==> src/rtl/resizer_pkg.sv <==
// Shared definitions for the resizer output path.
//
// Contents:
//   KEEP_BIT / STRB_BIT  lane field offsets, counted down from the lane width:
//                        keep sits at bit LANE_SZ-KEEP_BIT, strb at LANE_SZ-STRB_BIT,
//                        data occupies bits T_DATA_WIDTH-1:0.
//   lane_sz()            LANE_SZ formula.
//   buf_out_entry_sz()   BUF_OUT_ENTRY_SZ formula.
//   out_beat_t           packed {data, keep, strb, last} record for the default geometry.
//   unpack_entry()       splits a default-geometry packed entry into an out_beat_t.
package resizer_pkg;

    localparam int unsigned KEEP_BIT = 1;
    localparam int unsigned STRB_BIT = 2;

    function automatic int unsigned lane_sz(input int unsigned t_data_width);
        return t_data_width + 2;
    endfunction

    function automatic int unsigned buf_out_entry_sz(input int unsigned t_data_width,
                                                     input int unsigned m_keep_width);
        return lane_sz(t_data_width) * m_keep_width;
    endfunction

    // Default geometry of the resizer output.
    localparam int unsigned DEF_T_DATA_WIDTH     = 1;
    localparam int unsigned DEF_M_KEEP_WIDTH     = 2;
    localparam int unsigned DEF_LANE_SZ          = lane_sz(DEF_T_DATA_WIDTH);
    localparam int unsigned DEF_BUF_OUT_ENTRY_SZ =
        buf_out_entry_sz(DEF_T_DATA_WIDTH, DEF_M_KEEP_WIDTH);

    typedef struct packed {
        logic [DEF_M_KEEP_WIDTH*DEF_T_DATA_WIDTH-1:0] data;
        logic [DEF_M_KEEP_WIDTH-1:0]                  keep;
        logic [DEF_M_KEEP_WIDTH-1:0]                  strb;
        logic                                         last;
    } out_beat_t;

    function automatic out_beat_t unpack_entry(input logic [DEF_BUF_OUT_ENTRY_SZ-1:0] entry,
                                               input logic                            last);
        out_beat_t b;
        b = '0;
        for (int i = 0; i < int'(DEF_M_KEEP_WIDTH); i++) begin
            b.data[i*DEF_T_DATA_WIDTH +: DEF_T_DATA_WIDTH] =
                entry[i*DEF_LANE_SZ +: DEF_T_DATA_WIDTH];
            b.keep[i] = entry[i*DEF_LANE_SZ + DEF_LANE_SZ - KEEP_BIT];
            b.strb[i] = entry[i*DEF_LANE_SZ + DEF_LANE_SZ - STRB_BIT];
        end
        b.last = last;
        return b;
    endfunction

endpackage

==> src/rtl/axis_master_port_if.sv <==
// Bundle between the width-conversion buffer, the output port and the AXI-Stream sink.
//
// Signals:
//   master_entry        packed entry from the buffer (valid one cycle after a request)
//   underflow           buffer empty; a request issued while high returns nothing
//   master_entry_ready  read request to the buffer
//   m_axis_*            AXI-Stream master channel (tvalid/tready/tdata/tkeep/tstrb/tlast)
//   null_drop           one-cycle pulse when an all-null entry is discarded
//
// Modports: master = the port itself, slave = its environment (buffer + sink).
interface axis_master_port_if
    import resizer_pkg::*;
#(
    parameter int unsigned T_DATA_WIDTH = 1,
    parameter int unsigned M_KEEP_WIDTH = 2
) ();

    localparam int unsigned ENTRY_SZ = buf_out_entry_sz(T_DATA_WIDTH, M_KEEP_WIDTH);

    logic [ENTRY_SZ-1:0]                  master_entry;
    logic                                 underflow;
    logic                                 master_entry_ready;
    logic                                 m_axis_tvalid;
    logic                                 m_axis_tready;
    logic [M_KEEP_WIDTH*T_DATA_WIDTH-1:0] m_axis_tdata;
    logic [M_KEEP_WIDTH-1:0]              m_axis_tkeep;
    logic [M_KEEP_WIDTH-1:0]              m_axis_tstrb;
    logic                                 m_axis_tlast;
    logic                                 null_drop;

    modport master (
        input  master_entry,
        input  underflow,
        input  m_axis_tready,
        output master_entry_ready,
        output m_axis_tvalid,
        output m_axis_tdata,
        output m_axis_tkeep,
        output m_axis_tstrb,
        output m_axis_tlast,
        output null_drop
    );

    modport slave (
        output master_entry,
        output underflow,
        output m_axis_tready,
        input  master_entry_ready,
        input  m_axis_tvalid,
        input  m_axis_tdata,
        input  m_axis_tkeep,
        input  m_axis_tstrb,
        input  m_axis_tlast,
        input  null_drop
    );

endinterface

==> src/rtl/entry_fifo.sv <==
// Register FIFO of output beats used as the skid buffer of axis_master_port.
//
// Ports:
//   clk, rst   clock, asynchronous active-high reset
//   push       write push_beat at the tail
//   push_beat  beat to write
//   pop        remove the head (ignored when empty)
//   head       current head entry (meaningful only while count != 0)
//   count      number of stored entries
module entry_fifo
    import resizer_pkg::*;
#(
    parameter int unsigned DEPTH  = 3,
    parameter type         beat_t = out_beat_t
) (
    input  logic                       clk,
    input  logic                       rst,
    input  logic                       push,
    input  beat_t                      push_beat,
    input  logic                       pop,
    output beat_t                      head,
    output logic [$clog2(DEPTH+1)-1:0] count
);

    localparam int unsigned CNT_W = $clog2(DEPTH + 1);
    localparam int unsigned PTR_W = (DEPTH > 1) ? $clog2(DEPTH) : 1;

    beat_t            mem_q [DEPTH];
    logic [PTR_W-1:0] wr_ptr_q, wr_ptr_d;
    logic [PTR_W-1:0] rd_ptr_q, rd_ptr_d;
    logic [CNT_W-1:0] count_q, count_d;
    logic             pop_eff;

    function automatic logic [PTR_W-1:0] ptr_inc(input logic [PTR_W-1:0] ptr);
        return (ptr == PTR_W'(DEPTH - 1)) ? '0 : ptr + PTR_W'(1);
    endfunction

    assign pop_eff = pop && (count_q != '0);

    always_comb begin
        wr_ptr_d = push    ? ptr_inc(wr_ptr_q) : wr_ptr_q;
        rd_ptr_d = pop_eff ? ptr_inc(rd_ptr_q) : rd_ptr_q;
        count_d  = count_q;
        if (push && !pop_eff) begin
            count_d = count_q + CNT_W'(1);
        end else if (!push && pop_eff) begin
            count_d = count_q - CNT_W'(1);
        end
    end

    always_ff @(posedge clk or posedge rst) begin
        if (rst) begin
            wr_ptr_q <= '0;
            rd_ptr_q <= '0;
            count_q  <= '0;
        end else begin
            wr_ptr_q <= wr_ptr_d;
            rd_ptr_q <= rd_ptr_d;
            count_q  <= count_d;
        end
    end

    // Storage needs no reset: nothing reads it while count is zero.
    always_ff @(posedge clk) begin
        if (push) begin
            mem_q[wr_ptr_q] <= push_beat;
        end
    end

    assign head  = mem_q[rd_ptr_q];
    assign count = count_q;

    // The upstream credit scheme must never let a write land in a full FIFO.
    push_not_full: assert property (@(posedge clk) disable iff (rst)
        push |-> (count_q != CNT_W'(DEPTH)));

endmodule

==> src/rtl/axis_master_port.sv <==
// Output stage of the resizer. Requests packed entries from the width-conversion buffer,
// absorbs its one-cycle read latency in a skid FIFO, drops all-null entries, generates
// tlast and drives an AXI-Stream master.
//
// Ports:
//   clk   clock (rising edge)
//   rst   asynchronous active-high reset
//   bus   axis_master_port_if.master: buffer request/entry, m_axis_* channel, null_drop
//
// Parameters:
//   T_DATA_WIDTH  data bits per lane
//   M_KEEP_WIDTH  lanes per output beat
//   FIFO_DEPTH    skid FIFO entries (>= 3 for full throughput)
//   MAX_BEATS     forced packet length; tlast on every MAX_BEATS-th forwarded beat (>= 1)
module axis_master_port
    import resizer_pkg::*;
#(
    parameter int unsigned T_DATA_WIDTH = 1,
    parameter int unsigned M_KEEP_WIDTH = 2,
    parameter int unsigned FIFO_DEPTH   = 3,
    parameter int unsigned MAX_BEATS    = 16
) (
    input logic                clk,
    input logic                rst,
    axis_master_port_if.master bus
);

    localparam int unsigned LANE_SZ          = lane_sz(T_DATA_WIDTH);
    localparam int unsigned BUF_OUT_ENTRY_SZ = buf_out_entry_sz(T_DATA_WIDTH, M_KEEP_WIDTH);
    localparam int unsigned DATA_W           = M_KEEP_WIDTH * T_DATA_WIDTH;
    localparam int unsigned CNT_W            = $clog2(FIFO_DEPTH + 1);
    localparam int unsigned BEAT_W           = (MAX_BEATS > 1) ? $clog2(MAX_BEATS) : 1;

    typedef struct packed {
        logic [DATA_W-1:0]       data;
        logic [M_KEEP_WIDTH-1:0] keep;
        logic [M_KEEP_WIDTH-1:0] strb;
        logic                    last;
    } beat_t;

    logic [BUF_OUT_ENTRY_SZ-1:0] entry;
    logic                        inflight_q, inflight_d;
    logic [BEAT_W-1:0]           beat_cnt_q, beat_cnt_d;
    logic [CNT_W-1:0]            fifo_count;
    logic                        credit_ok;
    logic                        entry_ready;
    logic                        all_null;
    logic                        push;
    logic                        pop;
    logic                        tvalid;
    beat_t                       cap_beat;
    beat_t                       head;

    assign entry = bus.master_entry;

    // ---------------------------------------------------------------------------------
    // Request credit: every outstanding request owns a FIFO slot, so a returning entry
    // always fits. Only registered state feeds this; rst merely holds it low in reset.
    // ---------------------------------------------------------------------------------
    assign credit_ok   = (32'(fifo_count) + 32'(inflight_q)) < FIFO_DEPTH;
    assign entry_ready = credit_ok && !rst;
    assign inflight_d  = entry_ready && !bus.underflow;

    // ---------------------------------------------------------------------------------
    // Capture and unpack of the returning entry.
    // ---------------------------------------------------------------------------------
    always_comb begin
        cap_beat = '0;
        for (int i = 0; i < int'(M_KEEP_WIDTH); i++) begin
            cap_beat.data[i*T_DATA_WIDTH +: T_DATA_WIDTH] =
                entry[i*LANE_SZ +: T_DATA_WIDTH];
            cap_beat.keep[i] = entry[i*LANE_SZ + LANE_SZ - KEEP_BIT];
            cap_beat.strb[i] = entry[i*LANE_SZ + LANE_SZ - STRB_BIT];
        end
        // A missing top lane marks a short (final) beat; otherwise cut at MAX_BEATS.
        cap_beat.last = !cap_beat.keep[M_KEEP_WIDTH-1]
                        || (beat_cnt_q == BEAT_W'(MAX_BEATS - 1));
    end

    assign all_null = (cap_beat.keep == '0);
    assign push     = inflight_q && !all_null;

    always_comb begin
        beat_cnt_d = beat_cnt_q;
        if (push) begin
            beat_cnt_d = cap_beat.last ? '0 : beat_cnt_q + BEAT_W'(1);
        end
    end

    always_ff @(posedge clk or posedge rst) begin
        if (rst) begin
            inflight_q <= 1'b0;
            beat_cnt_q <= '0;
        end else begin
            inflight_q <= inflight_d;
            beat_cnt_q <= beat_cnt_d;
        end
    end

    // ---------------------------------------------------------------------------------
    // Skid FIFO and AXI-Stream output.
    // ---------------------------------------------------------------------------------
    assign tvalid = (fifo_count != '0);
    assign pop    = tvalid && bus.m_axis_tready;

    entry_fifo #(
        .DEPTH  (FIFO_DEPTH),
        .beat_t (beat_t)
    ) u_entry_fifo (
        .clk       (clk),
        .rst       (rst),
        .push      (push),
        .push_beat (cap_beat),
        .pop       (pop),
        .head      (head),
        .count     (fifo_count)
    );

    // Payload is forced to zero while idle so the outputs are defined through reset; the
    // head cannot change while tvalid is high until it is popped.
    assign bus.master_entry_ready = entry_ready;
    assign bus.m_axis_tvalid      = tvalid;
    assign bus.m_axis_tdata       = tvalid ? head.data : '0;
    assign bus.m_axis_tkeep       = tvalid ? head.keep : '0;
    assign bus.m_axis_tstrb       = tvalid ? head.strb : '0;
    assign bus.m_axis_tlast       = tvalid && head.last;
    assign bus.null_drop          = inflight_q && all_null;

endmodule
==> src/flat_wrapper.sv <==
// flat-port wrapper written by rule: the top's interface ports become plain ports
module axis_master_port_flat import resizer_pkg::*;
#(
    parameter int unsigned T_DATA_WIDTH = 1,
    parameter int unsigned M_KEEP_WIDTH = 2,
    parameter int unsigned FIFO_DEPTH   = 3,
    parameter int unsigned MAX_BEATS    = 16
)
  (clk, rst, bus_master_entry, bus_underflow, bus_m_axis_tready, bus_master_entry_ready, bus_m_axis_tvalid, bus_m_axis_tdata, bus_m_axis_tkeep, bus_m_axis_tstrb, bus_m_axis_tlast, bus_null_drop);
  axis_master_port_if #(.T_DATA_WIDTH(T_DATA_WIDTH), .M_KEEP_WIDTH(M_KEEP_WIDTH)) bus_i ();
  input logic clk;
  input logic rst;
  input wire logic [$bits(bus_i.master_entry)-1:0] bus_master_entry;
  input wire logic [$bits(bus_i.underflow)-1:0] bus_underflow;
  input wire logic [$bits(bus_i.m_axis_tready)-1:0] bus_m_axis_tready;
  output wire logic [$bits(bus_i.master_entry_ready)-1:0] bus_master_entry_ready;
  output wire logic [$bits(bus_i.m_axis_tvalid)-1:0] bus_m_axis_tvalid;
  output wire logic [$bits(bus_i.m_axis_tdata)-1:0] bus_m_axis_tdata;
  output wire logic [$bits(bus_i.m_axis_tkeep)-1:0] bus_m_axis_tkeep;
  output wire logic [$bits(bus_i.m_axis_tstrb)-1:0] bus_m_axis_tstrb;
  output wire logic [$bits(bus_i.m_axis_tlast)-1:0] bus_m_axis_tlast;
  output wire logic [$bits(bus_i.null_drop)-1:0] bus_null_drop;
  assign bus_i.master_entry = bus_master_entry;
  assign bus_i.underflow = bus_underflow;
  assign bus_i.m_axis_tready = bus_m_axis_tready;
  assign bus_master_entry_ready = bus_i.master_entry_ready;
  assign bus_m_axis_tvalid = bus_i.m_axis_tvalid;
  assign bus_m_axis_tdata = bus_i.m_axis_tdata;
  assign bus_m_axis_tkeep = bus_i.m_axis_tkeep;
  assign bus_m_axis_tstrb = bus_i.m_axis_tstrb;
  assign bus_m_axis_tlast = bus_i.m_axis_tlast;
  assign bus_null_drop = bus_i.null_drop;
  axis_master_port #(.T_DATA_WIDTH(T_DATA_WIDTH), .M_KEEP_WIDTH(M_KEEP_WIDTH), .FIFO_DEPTH(FIFO_DEPTH), .MAX_BEATS(MAX_BEATS)) u_core (.clk(clk), .rst(rst), .bus(bus_i));
endmodule
==> config.mk <==
export PLATFORM = sky130hd
export DESIGN_NAME = axis_master_port_flat
export DESIGN_NICKNAME = d
export VERILOG_FILES = /design/src/rtl/resizer_pkg.sv /design/src/rtl/axis_master_port_if.sv /design/src/rtl/entry_fifo.sv /design/src/rtl/axis_master_port.sv /design/src/flat_wrapper.sv
export SDC_FILE = /design/constraint.sdc
export NUM_CORES = 1
export LEC_CHECK = 0
export CORE_ASPECT_RATIO = 1.25
export CORE_MARGIN = 2
export CORE_UTILIZATION = 45
export DETAILED_ROUTE_END_ITERATION = 7
export HOLD_SLACK_MARGIN = 0.03
export PLACE_DENSITY = 0.73
export SETUP_SLACK_MARGIN = 0.2
export SYNTH_ARGS = -nofsm -noshare
export SYNTH_HDL_FRONTEND = slang
export SYNTH_SLANG_ARGS = --single-unit
==> constraint.sdc <==
create_clock -name clk -period 2.2 [get_ports clk]
set_clock_uncertainty 0.1 [all_clocks]
set_input_delay 0.66 -clock clk [delete_from_list [all_inputs] [get_ports clk]]
set_output_delay 0.66 -clock clk [all_outputs]
set_load 0.02 [all_outputs]
==> results of run 1 <==
## cell usage after synthesis, drive strengths merged
cell / n / area [µm²]
a211oi: 1 / 7.51
a21o: 4 / 31.3
a22o: 1 / 8.76
and3: 1 / 6.26
buf: 3 / 27.5
dfrtp: 11 / 275
edfxtp: 21 / 631
ha: 4 / 50.1
inv: 3 / 11.3
mux2: 7 / 78.8
mux2i: 8 / 80.1
nand2: 5 / 18.8
nand2b: 1 / 6.26
nand3: 3 / 15.0
nand4: 1 / 6.26
nor2: 9 / 33.8
nor2b: 1 / 6.26
nor3: 2 / 21.3
nor3b: 4 / 40.0
o21ai: 4 / 27.5
o221ai: 1 / 8.76
xnor2: 1 / 8.76
xor2: 2 / 17.5
## power breakdown
part | leakage (nW) | switching [mW] | internal (mW)
registers | 0.322 | 0.138 | 0.772
logic | 0.452 | 0.500 | 0.608
clock network | 0.0324 | 0.188 | 0.117
## worst paths after layout
check                                                            start                                           to  depth (start not counted)
max                        u_core.u_entry_fifo.rd_ptr_q[0]$_DFFE_PP0P_                          bus_m_axis_tstrb[0]                          5
min                                   u_core.beat_cnt_q[1]$_DFFE_PP0P_             u_core.beat_cnt_q[1]$_DFFE_PP0P_                          2
max reg2reg                   u_core.u_entry_fifo.count[1]$_DFFE_PP0P_     u_core.u_entry_fifo.count[1]$_DFFE_PP0P_                          7
min reg2reg                           u_core.beat_cnt_q[1]$_DFFE_PP0P_             u_core.beat_cnt_q[1]$_DFFE_PP0P_                          2
max in group asynchronous                                          rst  u_core.u_entry_fifo.rd_ptr_q[0]$_DFFE_PP0P_                          2
min in group asynchronous                                          rst  u_core.u_entry_fifo.wr_ptr_q[0]$_DFFE_PP0P_                          2
## layout by cell type (no fill, tap or decap), drive strengths merged, types with 2 or more instances in the layout
cell,count
buf,33
edfxtp,21
dfrtp,11
nor2,9
mux2i,8
clkdlybuf4s50,7
mux2,7
clkbuf,6
nand2,5
a21o,4
nor3b,4
o21ai,4
ha,4
nand3,3
inv,3
clkinv,3
xor2,2
nor3,2
## state kept, by name, indices dropped and copies added, names as in the netlist
name,cells
u_core.inflight_q,1
u_core.u_entry_fifo.rd_ptr_q,2
u_core.u_entry_fifo.count,2
u_core.beat_cnt_q,4
u_core.u_entry_fifo.wr_ptr_q,2
u_core.u_entry_fifo.mem_q,21
## cells by family after synthesis
family                   count (synthesis)  share of synthesized area (%)
AO/OA/AOI/OAI                           11                           5.91
XOR/XNOR                                 3                           1.85
adder cells (fa/ha/maj)                  4                           3.53
buffers and inverters                    6                           2.74
flip-flops                              32                           63.9
multiplexers                            15                           11.2
AND/OR/NAND/NOR                         27                           10.9
## per-stage QoR
stage | cells | area [µm²]
final | 181 | 1900
after global routing | 181 | 1900
after CTS | 179 | 1850
after detailed placement | 167 | 1780
after global placement | 167 | 1780
after floorplan | 98 | 1440
## worst register-to-register path: stages, from the launching register on
cell and delay (ps):
dfrtp_1 430, buf_6 140, buf_4 130, o21ai_2 210, ha_1 200, xor2_1 160
nor2_1 70, xor2_1 140
## what timing repair did
item,in CTS,in global routing
gates cloned,0,0
pin swaps,1,1
resized for setup,53,15
endpoints found under the setup margin,10,10
endpoints found under the hold margin,0,0
buffers inserted,4,2
## layout make-up
type / instances / area (µm²) / area share [%]
clock buffer: 5 / 37.5 / 1.98
inverter: 3 / 11.3 / 0.593
multi-input combinational: 60 / 527 / 27.7
clock inverter: 3 / 13.8 / 0.725
sequential: 32 / 907 / 47.8
tap: 36 / 45.0 / 2.37
timing repair buffer: 42 / 358 / 18.8
## per-layer routing
metal | share of wire, % | vias up | global-route usage, % | wire length, µm
li1 | - | 452 | - | -
met1 | 38 | 455 | 17.1 | 952
met2 | 55 | 22 | 28.6 | 1400
met3 | 5.7 | 5 | 5.83 | 145
met4 | 1.4 | 0 | 7.50 | 36
met5 | 0 | - | 0 | 0
==> reports/results.txt, run 1 <==
Synth-to-layout area growth -> 34.0%
Setup ws final -> -180 ps
MaxCap Viol Count -> 0
Syn nets -> 112
All-Layer GR Usage -> 16.5%
Final ANT Viol Nets -> 0
Skew-Pair Late Insertion Delay -> 330 ps
Unrepaired setup endpoints after global routing -> true
Yosys cell types -> 30
Seq/Total Area, Yosys -> 63.9%
Final WL -> 2530 µm
Std-Cell Rows -> 22
Die area -> 3620 µm²
Cts hold-fix bufs -> 0
Final slew viol count -> 0
Pre-CTS setup slack -> -492 ps
CTS Buf Count -> 5
Initial antenna violation count -> 0
Final core occ -> 63.9%
Via count -> 934
H-tree depth -> 2
Synth Cell Area -> 1420 µm²
Core Area -> 2970 µm²
Minimum clock period -> 2380 ps
Leak -> 0.807 nW
Die width -> 54.2 µm
Setup TNS -> -913 ps
FILL cells -> 224
Vias in the first global route -> 930
Worst path most repeated cell -> buf_4
CP Max Fanout -> 7
Clock tree from TritonCTS -> done
Largest net degree at the start of global routing -> 12
F_max -> 0.420 GHz
Status -> finished with violations
Slew margin rel. -> 69.7%
Worst-Margin Slew -> 454 ps
Synth warn -> 0
Syn Area/Cell -> 14.5 µm²
First-pass GRT wire length -> 4110 µm
Min-Delay Path Class -> reg2reg
Clock root buffer -> clkbuf_4
Critical path buffers and inverters -> 2
PortBufs -> 19
Violated checks -> setup timing
Worst hold slack -> 421 ps
Chip Height -> 66.8 µm
Fin crit share -> 108%
DPL Wire Length -> 1710 µm
Worst VDD drop -> 0.938 mV
Clk sink count -> 32
Io pins -> 20
PwrDens -> 1220 nW/µm²
Final setup viols -> 8
Kind of start point of the critical path -> flip-flop
WP data arrival -> 1620 ps
Syn Inst Count -> 98
Setup crit end kind -> output port
Crit-path cells -> buf_4 > mux2_4 > mux2i_1 > nor2_2 > buf_4
Fin nets -> 158
RePlAce Congestion -> 0.663
Grt ovf -> 0
Initial Util -> 47.7%
Initial DRT Pass Iterations -> 4
CTS Buffer Depth -> 2
Overall power -> 2.32 mW
Family with the most delay on the worst path -> flip-flops
CP peak stage delay -> 480 ps
Register bit count reported by yosys -> 32
Critical Path RT -> 1440 ps
Hold Fails Final Rpt -> 0
Worst-path clk slew -> 90 ps
DR vias/cell -> 5.16
Antenna cells -> 0
Slowest CP cell -> dfrtp_2
Share of layout cells above drive strength 1 -> 41.4%
Reg2Reg Setup Slack -> 510 ps
Worst Path Class, Setup -> reg2out
# DRC -> 0
DRT iter0 DRCs -> 24
WL/cell -> 14.0 µm
Note: power is estimated with default switching activity, not from simulation.
==> run 2, diff against run 1 <==
==> constraint.sdc (replaced) <==
create_clock -name clk -period 3 [get_ports clk]
set_clock_uncertainty 0.1 [all_clocks]
set_input_delay 0.9 -clock clk [delete_from_list [all_inputs] [get_ports clk]]
set_output_delay 0.9 -clock clk [all_outputs]
set_load 0.02 [all_outputs]
==> run 2 against run 1 <==
  * The run now ends clean
  * Final cell count decreased by 6.1%
  * Sequential power fell by 27%
  * Hold slack improved by 17 ps
  * Critical path type unchanged
  * Critical endpoint unchanged
==> reports/results.txt, run 2 (synthesized netlist as in run 1, its figures left out) <==
DRT iter0 DRCs -> 10
Io pins -> 20
Commonest non-fill, non-tap cell in the layout -> edfxtp_1
Minimum clock period -> 2760 ps
MaxCap Viol Count -> 0
Final setup viols -> 0
Setup crit end kind -> output port
Clk sink count -> 32
PwrDens -> 869 nW/µm²
CP Max Fanout -> 7
Min-Delay Path Class -> reg2reg
Fin nets -> 147
Worst Path Class, Setup -> reg2out
Setup ws final -> 237 ps
FILL cells -> 259
Largest net degree at the start of global routing -> 12
Largest registers -> u_core.u_entry_fifo.mem_q x21, u_core.beat_cnt_q x4
Chip Height -> 66.8 µm
Clock tree from TritonCTS -> done
RePlAce Congestion -> 0.711
Die area -> 3620 µm²
DR vias/cell -> 5.34
Kind of start point of the critical path -> flip-flop
CTS Buffer Depth -> 2
Die width -> 54.2 µm
Fin crit share -> 92.1%
CTS Buf Count -> 5
Share of layout cells above drive strength 1 -> 23.1%
Status -> completed
Core Area -> 2970 µm²
Cts hold-fix bufs -> 0
Synth-to-layout area growth -> 23.6%
Worst hold slack -> 438 ps
H-tree depth -> 2
Pre-CTS setup slack -> -237 ps
WL/cell -> 14.8 µm
Hold Fails Final Rpt -> 0
Via count -> 907
Std-Cell Rows -> 22
Final ANT Viol Nets -> 0
Final core occ -> 58.9%
Initial Util -> 47.7%
Worst-path clk slew -> 90 ps
First-pass GRT wire length -> 4260 µm
Clock root buffer -> clkbuf_4
Antenna cells -> 0
DPL Wire Length -> 1780 µm
WP data arrival -> 1760 ps
Worst-Margin Slew -> 672 ps
# DRC -> 0
Unrepaired setup endpoints after global routing -> true
Initial DRT Pass Iterations -> 4
Leak -> 0.732 nW
Grt ovf -> 0
Reg2Reg Setup Slack -> 1340 ps
Critical Path RT -> 2000 ps
Initial antenna violation count -> 0
Most flops, register -> u_core.u_entry_fifo.mem_q
Slew margin rel. -> 55.0%
Skew-Pair Late Insertion Delay -> 320 ps
Setup TNS -> 0 ps
Final WL -> 2520 µm
Max FFs per register -> 21
Final slew viol count -> 0
F_max -> 0.362 GHz
Vias in the first global route -> 942
Commonest non-fill, non-tap cells in the layout -> edfxtp_1 (21), buf_4 (12), dfrtp_1 (10)
All-Layer GR Usage -> 16.8%
Worst VDD drop -> 0.449 mV
PortBufs -> 19
[run 2: cell count changes in the layout (fill, tap and decap cells not counted), sizes merged]
| cell | change |
|---|---|
| buf | -20 |
| clkbuf | +3 |
| clkdlybuf4s50 | +2 |
| clkinv | -2 |
| dlygate4sd2 | +5 |
| dlymetal6s2s | +1 |
[run 2: cell type report]
cell class | instances | area [µm²] | area share [%]
Clock buffer | 7 | 45.0 | 2.57
Timing Repair Buffer | 31 | 262 | 14.9
Clock inverter | 1 | 3.75 | 0.214
Inverter | 3 | 11.3 | 0.643
Tap cell | 36 | 45.0 | 2.57
Multi-Input combinational cell | 60 | 478 | 27.3
Sequential cell | 32 | 907 | 51.8
[run 2: report_power, final]
group	internal, mW	leakage (nW)	total [mW]	switching [mW]
combinational	0.316	0.383	0.632	0.316
sequential	0.566	0.322	0.668	0.102
clock	0.0900	0.0269	0.222	0.132
total	0.972	0.732	1.52	0.550
[run 2: path summary, 6_finish.rpt]
kind	from	endpoint	cells after the start
max	u_core.u_entry_fifo.rd_ptr_q[0]$_DFFE_PP0P_	bus_m_axis_tstrb[0]	5
max reg2reg	u_core.inflight_q$_DFF_PP0_	u_core.u_entry_fifo.mem_q[1][3]$_DFFE_PP_	3
min in group asynchronous	rst	u_core.u_entry_fifo.count[0]$_DFFE_PP0P_	2
max in group asynchronous	rst	u_core.u_entry_fifo.rd_ptr_q[0]$_DFFE_PP0P_	2
min	u_core.beat_cnt_q[1]$_DFFE_PP0P_	u_core.beat_cnt_q[1]$_DFFE_PP0P_	2
min reg2reg	u_core.beat_cnt_q[1]$_DFFE_PP0P_	u_core.beat_cnt_q[1]$_DFFE_PP0P_	2
[run 2: through the flow]
stage / power [mW] / area, µm² / std cells
after global routing: 1.62 / 1750 / 170
after floorplan: 1.06 / 1420 / 98
after detailed placement: 1.31 / 1680 / 157
after CTS: 1.51 / 1740 / 168
after global placement: 1.27 / 1680 / 157
final: 1.52 / 1750 / 170
[run 2: per-layer routing]
layer / routed length (µm) / global-route usage (%)
met1: 987 / 17.7
met2: 1380 / 30.4
met3: 105 / 4.71
met4: 45 / 6.56
met5: 0 / 0
[run 2: what timing repair did]
item                       in CTS  in global routing
gates resized for setup        14                  7
setup endpoints to repair       9                  5
hold endpoints to repair        0                  0
setup buffers                   3                  2
pin swaps                       0                  0
gates cloned                    0                  0
[run 2: critical path, stage by stage (launching register included)]
cell and delay, ps:
dfrtp_2 470, buf_4 150, mux2_1 310, mux2i_1 150, nor2_1 50, dlygate4sd2_1 310
